File: src/rtl/seq_shift_add_mult.sv
// -----------------------------------------------------------------------------
// seq_shift_add_mult
//   Radix-2 shift-add sequential multiplier. One multiplier bit is retired per
//   clock, so every operation takes exactly WIDTH+1 cycles from the accept
//   edge to the done pulse, whatever the operand values. Signed operands are
//   converted to magnitudes on entry, multiplied unsigned, and the sign is
//   applied to the final product.
//
// Ports
//   clk          rising-edge clock
//   rst          synchronous, active-high reset (highest priority)
//   start        operation request, only looked at while idle
//   signed_mode  1 = two's-complement operands, 0 = unsigned (sampled with start)
//   a_in         multiplicand (sampled with start)
//   b_in         multiplier (sampled with start)
//   busy         high while an operation is in flight
//   done         one-cycle pulse when product has just been updated
//   product      2*WIDTH-bit result, held until the next done
// -----------------------------------------------------------------------------
module seq_shift_add_mult #(
    parameter int WIDTH = 16
) (
    input  logic               clk,
    input  logic               rst,
    input  logic               start,
    input  logic               signed_mode,
    input  logic [WIDTH-1:0]   a_in,
    input  logic [WIDTH-1:0]   b_in,
    output logic               busy,
    output logic               done,
    output logic [2*WIDTH-1:0] product
);

    localparam int CNT_W = $clog2(WIDTH + 1);

    typedef enum logic [1:0] {
        ST_IDLE   = 2'd0,
        ST_CALC   = 2'd1,
        ST_FINISH = 2'd2
    } state_t;

    state_t               state_r;
    logic [WIDTH:0]       mcand_r;     // |a|, one extra bit so -2^(WIDTH-1) fits
    logic [WIDTH:0]       mplier_r;    // |b|, shifted right once per iteration
    logic [2*WIDTH:0]     acc_r;       // partial product, top bit holds the carry
    logic [CNT_W-1:0]     count_r;
    logic                 neg_r;
    logic                 busy_r;
    logic                 done_r;
    logic [2*WIDTH-1:0]   product_r;

    logic [WIDTH+1:0]     sum_s;
    logic [2*WIDTH:0]     acc_next_s;
    logic [2*WIDTH-1:0]   prod_s;

    // Magnitude of an operand; in signed mode a set MSB means negate.
    function automatic logic [WIDTH:0] magnitude(input logic [WIDTH-1:0] v,
                                                 input logic             is_signed);
        logic [WIDTH:0] ext;
        ext = {is_signed & v[WIDTH-1], v};
        if (ext[WIDTH]) begin
            magnitude = ~ext + {{WIDTH{1'b0}}, 1'b1};
        end else begin
            magnitude = ext;
        end
    endfunction

    // One shift-add step: conditional add into the upper half, then shift right.
    always_comb begin
        sum_s = {1'b0, acc_r[2*WIDTH:WIDTH]};
        if (mplier_r[0]) begin
            sum_s = {1'b0, acc_r[2*WIDTH:WIDTH]} + {1'b0, mcand_r};
        end else begin
            sum_s = {1'b0, acc_r[2*WIDTH:WIDTH]};
        end
        // Dropping acc_r[0] and appending the sum above it is the right shift.
        acc_next_s = {sum_s, acc_r[WIDTH-1:1]};
    end

    // Apply the recorded sign to the unsigned accumulator.
    always_comb begin
        prod_s = acc_r[2*WIDTH-1:0];
        if (neg_r) begin
            prod_s = ~acc_r[2*WIDTH-1:0] + {{(2*WIDTH-1){1'b0}}, 1'b1};
        end else begin
            prod_s = acc_r[2*WIDTH-1:0];
        end
    end

    // Controller and datapath registers, including the registered outputs.
    always_ff @(posedge clk) begin
        if (rst) begin
            state_r   <= ST_IDLE;
            mcand_r   <= {(WIDTH+1){1'b0}};
            mplier_r  <= {(WIDTH+1){1'b0}};
            acc_r     <= {(2*WIDTH+1){1'b0}};
            count_r   <= {CNT_W{1'b0}};
            neg_r     <= 1'b0;
            busy_r    <= 1'b0;
            done_r    <= 1'b0;
            product_r <= {(2*WIDTH){1'b0}};
        end else begin
            case (state_r)
                ST_IDLE: begin
                    done_r <= 1'b0;
                    if (start) begin
                        mcand_r  <= magnitude(a_in, signed_mode);
                        mplier_r <= magnitude(b_in, signed_mode);
                        neg_r    <= signed_mode & (a_in[WIDTH-1] ^ b_in[WIDTH-1]);
                        acc_r    <= {(2*WIDTH+1){1'b0}};
                        count_r  <= CNT_W'(WIDTH);
                        busy_r   <= 1'b1;
                        state_r  <= ST_CALC;
                    end else begin
                        busy_r   <= 1'b0;
                        state_r  <= ST_IDLE;
                    end
                end
                ST_CALC: begin
                    acc_r    <= acc_next_s;
                    mplier_r <= {1'b0, mplier_r[WIDTH:1]};
                    count_r  <= count_r - CNT_W'(1);
                    if (count_r == CNT_W'(1)) begin
                        state_r <= ST_FINISH;
                    end else begin
                        state_r <= ST_CALC;
                    end
                end
                ST_FINISH: begin
                    product_r <= prod_s;
                    done_r    <= 1'b1;
                    busy_r    <= 1'b0;
                    state_r   <= ST_IDLE;
                end
                default: begin
                    // Illegal encoding: fall back to a clean idle state.
                    state_r   <= ST_IDLE;
                    busy_r    <= 1'b0;
                    done_r    <= 1'b0;
                    product_r <= {(2*WIDTH){1'b0}};
                end
            endcase
        end
    end

    assign busy    = busy_r;
    assign done    = done_r;
    assign product = product_r;

endmodule
File: config.mk
export PLATFORM = sky130hd
export DESIGN_NAME = seq_shift_add_mult
export DESIGN_NICKNAME = d
export VERILOG_FILES = /design/src/rtl/seq_shift_add_mult.sv
export SDC_FILE = /design/constraint.sdc
export NUM_CORES = 1
export LEC_CHECK = 0
export BUFFER_PORTS_ARGS = -buffer_cell sky130_fd_sc_hd__buf_4
export CAP_MARGIN = 10
export CORE_ASPECT_RATIO = 1.4
export CORE_UTILIZATION = 35
export CTS_CLUSTER_SIZE = 8
export DETAILED_ROUTE_END_ITERATION = 8
export PLACE_DENSITY = 0.48
export SLEW_MARGIN = 0
export SYNTH_ARGS = -nofsm -noshare
export SYNTH_HDL_FRONTEND = slang
export SYNTH_SLANG_ARGS = --single-unit
File: constraint.sdc
create_clock -name clk -period 2.9 [get_ports clk]
set_clock_uncertainty 0.1 [all_clocks]
set_input_delay 0 -clock clk [delete_from_list [all_inputs] [get_ports clk]]
set_output_delay 0 -clock clk [all_outputs]
set_load 0.05 [all_outputs]
* Yosys cells after proc, flatten, opt, wreduce, memory -nomap -nowiden
Index checks and enable logic that the tools add are counted.
** Word-level totals
- Memory bits (read-only) :: 0
- Logic and storage cells :: 47
- Output and inout bits :: 34
- Register bits after elaboration :: 109
- Bits in latches :: 0
- Bits in writable memories :: 0
- Input bits :: 36
- Memories :: 0
** Cells by class
- Add/sub/neg operators :: 5
- Eq/ne operators :: 4
- $mul :: 0
- Bitwise operators :: 7
- Reductions and logical operators :: 5
- Divide/modulo/power cells :: 0
- Magnitude comparators :: 0
- Shift-type cells :: 0
- Muxes and demuxes :: 17
** Operators by type and width (number)
- $pmux W33 S2 :: 1
- $pmux W32 S2 :: 1
- $mux W17 :: 3
- $add A17 B1 Y17 const B :: 2
- $not A17 Y17 :: 2
- $pmux W17 S2 :: 1
- $mux W33 :: 1
- $add A32 B1 Y32 const B :: 1
- $mux W32 :: 1
- $not A32 Y32 :: 1
- $add A17 B17 Y18 :: 1
- $mux W18 :: 1
- $pmux W5 S2 :: 1
- $eq A5 B1 Y1 const B :: 1
- $mux W5 :: 1
- $sub A5 B1 Y5 const B :: 1
- $pmux W1 S2 :: 2
- $pmux W2 S2 :: 1
- $reduce_and A2 Y1 :: 2
- $and A1 B1 Y1 :: 3
- $eq A2 B1 Y1 const B :: 1
- $eq A2 B2 Y1 const B :: 1
- $logic_not A2 Y1 :: 1
- $mux W1 :: 2
- 5 further kinds :: 5

* Longest topological paths before layout
Gate-level depths: netlist (run 1).
- Depth in word-level cells :: 6
- Depth in mapped cells :: 9
- Depth with buffers taken out :: 9

* Worst setup path before layout (run 1)
Ideal clock, no wire load.
- Path type :: register to register
- Start point :: register acc_r[16]
- End point :: register acc_r[27]
- Data arrival time :: 1.952 ns
- Required time :: 2.670 ns
- Buffers on the path :: 0
- Stages on the path, launching flop included :: 10
- Setup slack :: 0.718 ns
- Clock period less this slack :: 2.182 ns
- Library setup time :: 0.130 ns
- Cells stage by stage :: dfxtp_1 > ha_1 > inv_1 > fa_1 > nor2b_1 > o31ai_1 > a22o_1 > o211a_1 > xnor2_1 > o22ai_1
** On the way
- Longest elaborated chain between the ends :: 3
** RTL lines
- start: declaration :: line 45 : logic [2*WIDTH:0] acc_r;
- start signal: assignment :: line 96 : acc_r <= {(2*WIDTH+1){1'b0}};
- start signal: assignment :: line 110 : acc_r <= {(2*WIDTH+1){1'b0}};
- start signal: assignment :: line 120 : acc_r <= acc_next_s;
- $add A17 B17 Y18 :: line 72 : sum_s = {1'b0, acc_r[2*WIDTH:WIDTH]} + {1'b0, mcand_r};
- $mux W18 :: line 71 : if (mplier_r[0]) begin
- $pmux W33 S2 :: line 103 : case (state_r)
Every way passes these cells.
A chain may end at the register's enable or synchronous reset.

* Worst setup path in the final report (run 1)
- Start point :: input a_in[3]
- End point :: register mcand_r[10]
** On the way
- Longest elaborated chain between the ends :: 3
** RTL lines
- start: declaration :: line 27 : input logic [WIDTH-1:0] a_in,
- $not A17 Y17 :: line 62 : magnitude = ~ext + {{WIDTH{1'b0}}, 1'b1};
- $add A17 B1 Y17 :: line 62
- $mux W17 :: line 61 : if (ext[WIDTH]) begin
- end signal: assignment :: line 94 : mcand_r <= {(WIDTH+1){1'b0}};
- end signal: assignment :: line 107 : mcand_r <= magnitude(a_in, signed_mode);
- end: declaration :: line 43 : logic [WIDTH:0] mcand_r;
Every way passes these cells.

==> results, run 1 <==
- The flow ran to the end, and the final reports show no timing, DRC or antenna violations.
- In the final design database the tool counted ~870 nets.
- STA classifies the critical path startpoint as an input pin.
- The critical path goes through dlygate4sd3_1 > buf_4 > or2_2 > or4_1 > nor4_1 > o21ai_0 > a311oi_1 > dlygate4sd3_1.
- The worst hold path depth is 4.
- After the first detailed-routing iteration, the DRC count stood at between 300 and 400.
- The cell with the most instances on the worst path is sky130_fd_sc_hd__dlygate4sd3_1.
- Wires add up to 16,200 um.
- The post-detailed-route via-to-cell ratio is 5.41.
- Among all flip-flop cells after synthesis, the most frequent one is sky130_fd_sc_hd__dfxtp_1.
- In the global route stage, overall resource usage came out at 18.8%.
- The average wire per standard cell is approximately 16 um.
- In this run, synthesis inferred 0 flip-flops with an integrated enable.
- The number of detailed-routing iterations run before antenna repair is 8.
- The total I/O pin count is 70.
- The maximum ir drop on the vdd rail is slightly below 0.3 mV.
- Setup repair after global routing left no endpoint under its margin.
- The CTS tree is done.
- Across all register-to-register paths, the minimum setup slack is between 0.4 and 0.5 ns.
- Buffers added to address setup during post-CTS repair amount to 0.
- The critical-path cell with the highest stage delay is sky130_fd_sc_hd__or4_1.
- Detailed placement ended at an HPWL of 11,700 um.
- In this run, distinct cell masters in the synthesized netlist total 64.
- From left edge to right edge, the die measures 113 um.
- The total grt overflow is 0.
- The wire length of the first global-routing pass is 26,400 um.
- The filler cells instantiated in the layout total 1,670.
- Ranked by instance count, the synthesized netlist is headed by sky130_fd_sc_hd__dfxtp_1, sky130_fd_sc_hd__nor2_1, sky130_fd_sc_hd__nand2_1, sky130_fd_sc_hd__o21ai_0, sky130_fd_sc_hd__xor2_1.
- Across all layers, the routed design uses 5,508 vias.
- In this run the cell area of the synthesized design comes to 6000 um^2.
- The count of synthesis-stage warnings from yosys is 0.
- The total of buffers placed on input and output ports is 69.
- The number of antenna diodes is 0.
- The height of the chip is 157 um.
- The total area inside the core boundary comes to between 15,000 and 20,000 um^2.
- The floorplan has 56 rows.
- The sum of routed wire segments on met1 is roughly 7000 um.
- The critical path start-end classification is input pin to flip-flop.
- The tree is rooted in a sky130_fd_sc_hd__clkbuf_16.
- The total length of routed met2 wires is slightly above 8000 um.
- The clock network latency to the later pin of the worst-skew pair is 0.35 ns.
- The minimum hold slack is 0.0244 ns.
- Compared with the post-synthesis result, the final layout area differs by 22.6%.
- The biggest area contributor in the post-synthesis netlist is sky130_fd_sc_hd__dfxtp_1.
- The share of async-settable or async-resettable flops after synthesis is 0%.
- For the pin with the worst max-slew slack, the measured transition is 0.779 ns.
- The remaining routing DRC violations is 0.
- The number of CTS-inserted buffers is 9.
- Max-cap violations in this run came to 0.
- The final sum of negative setup slack is 0 ns.
- The share of the synthesized area in the top cell type is 36.4%.
- The smallest clock period supported by the final layout is computed as 2.58 ns.
- After layout, the worst setup slack is 0.316 ns.
- The number of global-route vias before repair came to 5,279.
- The maximum number of pins on one net before global-route repair is 61.
- The count of mapped cells out of synthesis is ~730.
- At the end of routability-driven placement, the weighted congestion stood at 0.852.
- The worst hold path terminates at mplier_r[5].
- Of the cells placed in the final design, the portion with a size suffix greater than 1 is 14.2%.
- The max-slew violation count came to 0.
- The worst slew slack as a fraction of its limit is 47.6%.
- The number of antenna violations at the first check in global routing is 0.
- The peak clock frequency supported by timing is about 390 MHz.
- At the worst endpoint, the required time is 3.10 ns.
- Along the worst path, the maximum fanout reaches 4.
- On the worst path, the slowest cell contributes a delay of 0.57 ns.
- The number of register bits inferred by synthesis is 109.
- The power density normalized to cell area is 485 nW/um^2.
- The clock net in this run drives a total of 109 sinks.
- By area the synthesized netlist is led by sky130_fd_sc_hd__dfxtp_1, sky130_fd_sc_hd__o21ai_0, sky130_fd_sc_hd__xor2_1.
- The endpoint identified for the worst register-to-register timing path is acc_r[27].
- The startpoint of the worst hold path is b_in[5].
- The total number of H-tree levels is 3.
- The fraction of the core area covered by cells at the end of the flow is 43.9%.
- The classification of the worst-slack hold path is input pin to flip-flop.
- In the detailed route, the total length drawn on met3 is 484 um.
- Counting cells, the worst reg-to-reg path comes to 9.
- The number of hold-slack violations in the final timing report is 0.
- After clock tree synthesis, the clock-pin slew on the worst setup and hold paths is 0.08 ns.
- The proportion of synthesized chip area in sequential cells is a little over a third.
- In this run the deepest clock path goes through 2 buffers.
- The number of nets produced by synthesis is 785.
- The overall die area is 17,700 um^2.
- For this configuration, the core starts out at a cell density of 35.8%.
- The minimum setup slack after placement is 0.470 ns.
- The detail route stage leaves a number of antenna-violating nets equal to 0.
- The element type at the critical path end is a flip-flop.
- The leading cell type by number of instances after synthesis is sky130_fd_sc_hd__dfxtp_1.
- Setup violations remaining at the end of the flow were counted as 0.
- The post-synthesis average cell area is 8.26 um^2.
- The highest layer used for signal routing is met4.
- For this design the static power due to leakage is 2.89 nW.
- The post-route clock period utilization is 89.1%.
- The startpoint of the most critical register-to-register path is acc_r[16].
- For the worst setup path, the data arrival time is 2.78 ns.
layout make-up:
type | count | area (um^2) | share of cell area (%)
clock inverters | 5 | 66.3 | 0.902
flip-flops and latches | 109 | 2180 | 29.7
well taps | 203 | 254 | 3.46
inverters | 16 | 60.1 | 0.817
repair buffers | 116 | 958 | 13.0
multi-input cells | 558 | 3580 | 48.7
clock buffers | 11 | 253 | 3.44
layer usage:
layer / GRT usage (%) / up-vias
met5: 0 / -
met4: 6.79 / 0
met3: 2.63 / 14
met2: 34.4 / 121
met1: 22.1 / 2560
li1: - / 2813
flip-flops by register name, summed over array words and instances (netlist names):
signal    cells
acc_r        33
product      32
mcand_r      17
mplier_r     17
count_r       5
state_r       2
busy          1
done          1
neg_r         1
cells by family after synthesis:
group,synth area share (%)
buf+inv,4.03
compound gates,25.3
mux,0.689
xor+xnor,8.62
simple gates,20.1
flops,36.4
fa+ha+maj,4.92
worst max-delay path by stage:
stage	from	to	cells after the start
after floorplan	acc_r[16]	acc_r[27]	9
after global placement	acc_r[16]	acc_r[27]	9
after detailed placement	acc_r[16]	acc_r[27]	9
after CTS	a_in[3]	mcand_r[10]	8
after global routing	a_in[3]	mcand_r[10]	8
final	a_in[3]	mcand_r[10]	8
critical path, delay by kind of cell:
family          cells  cell delay (ns)
compound gates      2             0.39
simple gates        3             1.14
buf+inv             3             1.24
cell usage in the layout, fill, tap and decap left out, drive strengths merged, types with 3 or more instances in the layout:
master	instances
o21ai	75
nor2	74
clkbuf	11
inv	18
o31ai	10
or3	14
a211oi	8
dlygate4sd3	35
ha	22
a311oi	8
a22oi	22
and3	3
a22o	17
nand2b	7
nor2b	9
a31oi	7
buf	81
nor4	7
o211ai	4
o22ai	9
xor2	35
a21oi	32
a222oi	9
nand3	17
nand2	71
nor3	18
o41ai	7
xnor2	24
or4	8
nand4	4
a21o	5
and2	7
mux2i	3
dfxtp	109
through the flow:
| stage | instance area (um^2) | cells | total power, mW |
|---|---|---|---|
| detailed placement | 6680 | 967 | 2.24 |
| global placement | 6680 | 967 | 2.24 |
| CTS | 7350 | 1018 | 3.60 |
| floorplan | 6000 | 726 | 2.04 |
| global route | 7350 | 1018 | 3.74 |
| finish | 7350 | 1018 | 3.57 |
report_power, final:
part           internal (mW)  switching, mW
clock                  0.729          0.590
sequential              1.56         0.0672
combinational          0.260          0.357
total                   2.55           1.01
repair_timing:
item                                    CTS  global route
hold endpoints to repair                 28             0
hold buffers                             35             0
resized for setup                         0             0
endpoints found under the setup margin    0             0
Note: power is estimated with default switching activity, not from simulation.
==> run 2, diff against run 1 <==
CORE_MARGIN = 10   (was unset)
CTS_BUF_LIST = sky130_fd_sc_hd__clkbuf_16   (was unset)
==> run 2 against run 1 <==
Effect of this change:
- die area up 29%
- count of clock-buffer cells in the layout shrank 2
- power shrank 1.4%
- maximum frequency is 1.9% lower
- core utilization is 0.15 points lower
- first-iteration DRC count is 23% higher
- clock power is 5% lower
- global-route usage fell by 3.8 points
- combinational power is 2% higher
- cell count rose by 0.29%
- critical path type unchanged
- critical endpoint unchanged
- largest power group unchanged
- highest routed layer unchanged
==> results, run 2 (synthesized netlist as in run 1, its figures left out) <==
- STA classifies the critical path endpoint as a flip-flop.
- The number of antenna violations at the first check in global routing came to 0.
- The post-layout worst setup margin is 0.266 ns.
- The wire length of the first global-routing pass is 28,200 um.
- The library cells used most frequently in the layout, excluding fill and tap cells, are sky130_fd_sc_hd__dfxtp_1, sky130_fd_sc_hd__buf_4, sky130_fd_sc_hd__nor2_1, sky130_fd_sc_hd__nand2_1, sky130_fd_sc_hd__o21ai_0.
- The worst pin sits at a relative slew slack of 49.6%.
- The maximum ir drop on the vdd rail is 0.230 mV.
- OpenSTA, run right after detailed placement, puts the worst setup slack at 0.460 ns.
- Traced cell by cell, the critical path runs through dlygate4sd3_1 > buf_4 > or2_2 > or4_1 > nor4_1 > o21ai_0 > a311oi_1 > dlygate4sd3_1.
- The longest individual stage delay on the worst path is about 0.58 ns.
- The die covers 22,800 um^2.
- CTS placed an instance of sky130_fd_sc_hd__clkbuf_16 at the clock tree root.
- STA classifies the critical path startpoint as an input pin.
- In the routed layout, each cell is associated on average with a via count of 5.42.
- Global routing finished with a remaining overflow of 0.
- For this design the ratio of total power to cell area is roughly 480 nW/um^2.
- The clock drives ~110 sinks.
- The final layout contains routed wiring with a total length of 16,800 um.
- The critical-path cell with the highest stage delay is sky130_fd_sc_hd__dlygate4sd3_1.
- For this block, the via count after detailed routing is roughly 5,500.
- The total of endpoints with negative setup slack in the final report is 0.
- The critical path start-end classification is input pin to flip-flop.
- The count of buffers added on input and output ports is 69.
- The cell with the most instances on the worst path is sky130_fd_sc_hd__dlygate4sd3_1.
- The buffer count from post-CTS setup fixing is 0.
- After the flow finishes, the layout carries non-filler instances totaling 1,021.
- At the worst endpoint, the arrival time is around 2.8 ns.
- In this run the worst path has a maximum fanout of 4.
- In the final layout, the share of cells above drive strength 1 is 14.3%.
- Summing internal, switching and leakage power gives 3.52 mW.
- The final weighted congestion of routability-driven global placement is between 0.8 and 0.9.
- The routed design could run at a clock period as short as 2.63 ns.
- From bottom edge to top edge, the die measures about 170 um.
- The count of nets left with antenna violations once routing finished came out at 0.
- The tool flagged a number of max-cap violations equal to 0.
- Entering global routing, the biggest net connects between 40 and 50 pins.
- The library cell used most frequently in the layout, excluding fill and tap cells, is sky130_fd_sc_hd__dfxtp_1.
- Setup repair after global routing left no endpoint under its margin.
- The core region is 16,800 um^2.
- The number of antenna diodes is 0.
- Setup total negative slack on the finished layout was measured at 0 ns.
- The remaining routing DRC violations is 0.
- The actual transition at the worst max-transition pin is 0.749 ns.
- Data on the critical path is required at its endpoint by between 3 and 4 ns.
- The cell class contributing the biggest share of worst-path delay is buffers and inverters.
- Once detailed placement completed, the half-perimeter wirelength came to 12,400 um.
- The floorplan step set the die width to 131 um.
- The average wire per standard cell is ~16 um.
- The clock passes through at most 2 buffers.
- In the global route stage, overall resource usage came out at 15.0%.
- The layout net count is 872.
- The max-slew violation count is 0.
- Summing all multi-input logic gate instances after layout gives 3580 um^2.
- The top register by number of flip-flops is acc_r.
- The post-route clock period utilization is 90.8%.
- The register with the most flip-flops in the layout has 33 of them.
- The first routing iteration left roughly 370 violations.
- The number of hold-slack violations in the final timing report is 0.
- The buffers plus inverters on the worst setup path is 3.
- The area added between synthesis and finish is 22.7%.
- Static timing analysis puts the maximum clock frequency at around 380 MHz.
- The number of filler instances in the final layout is 1,734.
- The starting density of the core is roughly 36%.
- Gates resized during post-CTS repair numbered 0.
- After detailed placement, the design holds a cell count of 969.
- The H-tree was split into 3 levels.
- The sequential cells in the finished layout cover a total of 2180 um^2.
- The classification of the worst-slack hold path is input pin to flip-flop.
- The clock reaches the later pin of the worst-skew pair after 0.35 ns.
- The number of CTS-inserted buffers is 9.
- Across all hold checks on the routed design, the worst slack comes to slightly below 0.008 ns.
- The clock slew seen by the registers of the worst setup and hold paths is 0.08 ns.
- The CTS tree is done.
- The run finished with clean final reports.
- For this run, the detailed router's first-pass iteration total came to 7.
- After floorplanning, the core was divided into 56 placement rows.
- The total I/O pin count is 70.
- The number of global-route vias before repair is between 5,000 and 6,000.
- In this run the static leakage power is 2.89 nW.
[run 2: final timing paths]
kind | cells after the start | slack (ns) | end | startpoint
hold reg to reg | 2 | 0.35 | busy | busy
setup / recovery | 8 | 0.27 | mcand_r[10] | a_in[3]
setup reg to reg | 6 | 0.39 | mcand_r[10] | state_r[0]
hold / removal | 4 | 0.008 | mplier_r[4] | b_in[4]
[run 2: area by class of cell]
cell class	count	area share (%)
flip-flops and latches	109	29.7
clock inverters	7	1.02
multi-input cells	558	48.6
clock buffers	9	3.06
well taps	203	3.45
repair buffers	119	13.4
inverters	16	0.816
[run 2: metal layers]
metal / vias up / global-route usage (%) / wire [um] / share of wire, %
met5: - / 0 / 0 / 0
met2: 102 / 26.3 / 8570 / 51
met3: 22 / 2.21 / 538 / 3.2
li1: 2819 / - / - / -
met1: 2595 / 17.9 / 7310 / 44
met4: 0 / 5.25 / 357 / 2.1
[run 2: what timing repair did]
action | 4_1_cts | 5_1_grt
hold buffers | 36 | 0
setup endpoints to repair | 0 | 0
hold endpoints to repair | 32 | 0
[run 2: stage by stage]
stage,utilization [%],cell area [um^2]
final,43.8,7360
after global routing,43.8,7360
after CTS,43.8,7360
after detailed placement,39.8,6700
after global placement,39.8,6700
after floorplan,-,6000
[run 2: worst min-delay path, cell delays in order]
cell	delay (ns)
sky130_fd_sc_hd__buf_4	0.09
sky130_fd_sc_hd__xor2_1	0.15
sky130_fd_sc_hd__a222oi_1	0.10
sky130_fd_sc_hd__nor2_1	0.08
[run 2: power by group]
| group | internal, mW | switching (mW) | leakage (nW) |
|---|---|---|---|
| logic | 0.267 | 0.365 | 1.86 |
| clock network | 0.675 | 0.587 | 0.145 |
| registers | 1.56 | 0.0609 | 0.885 |
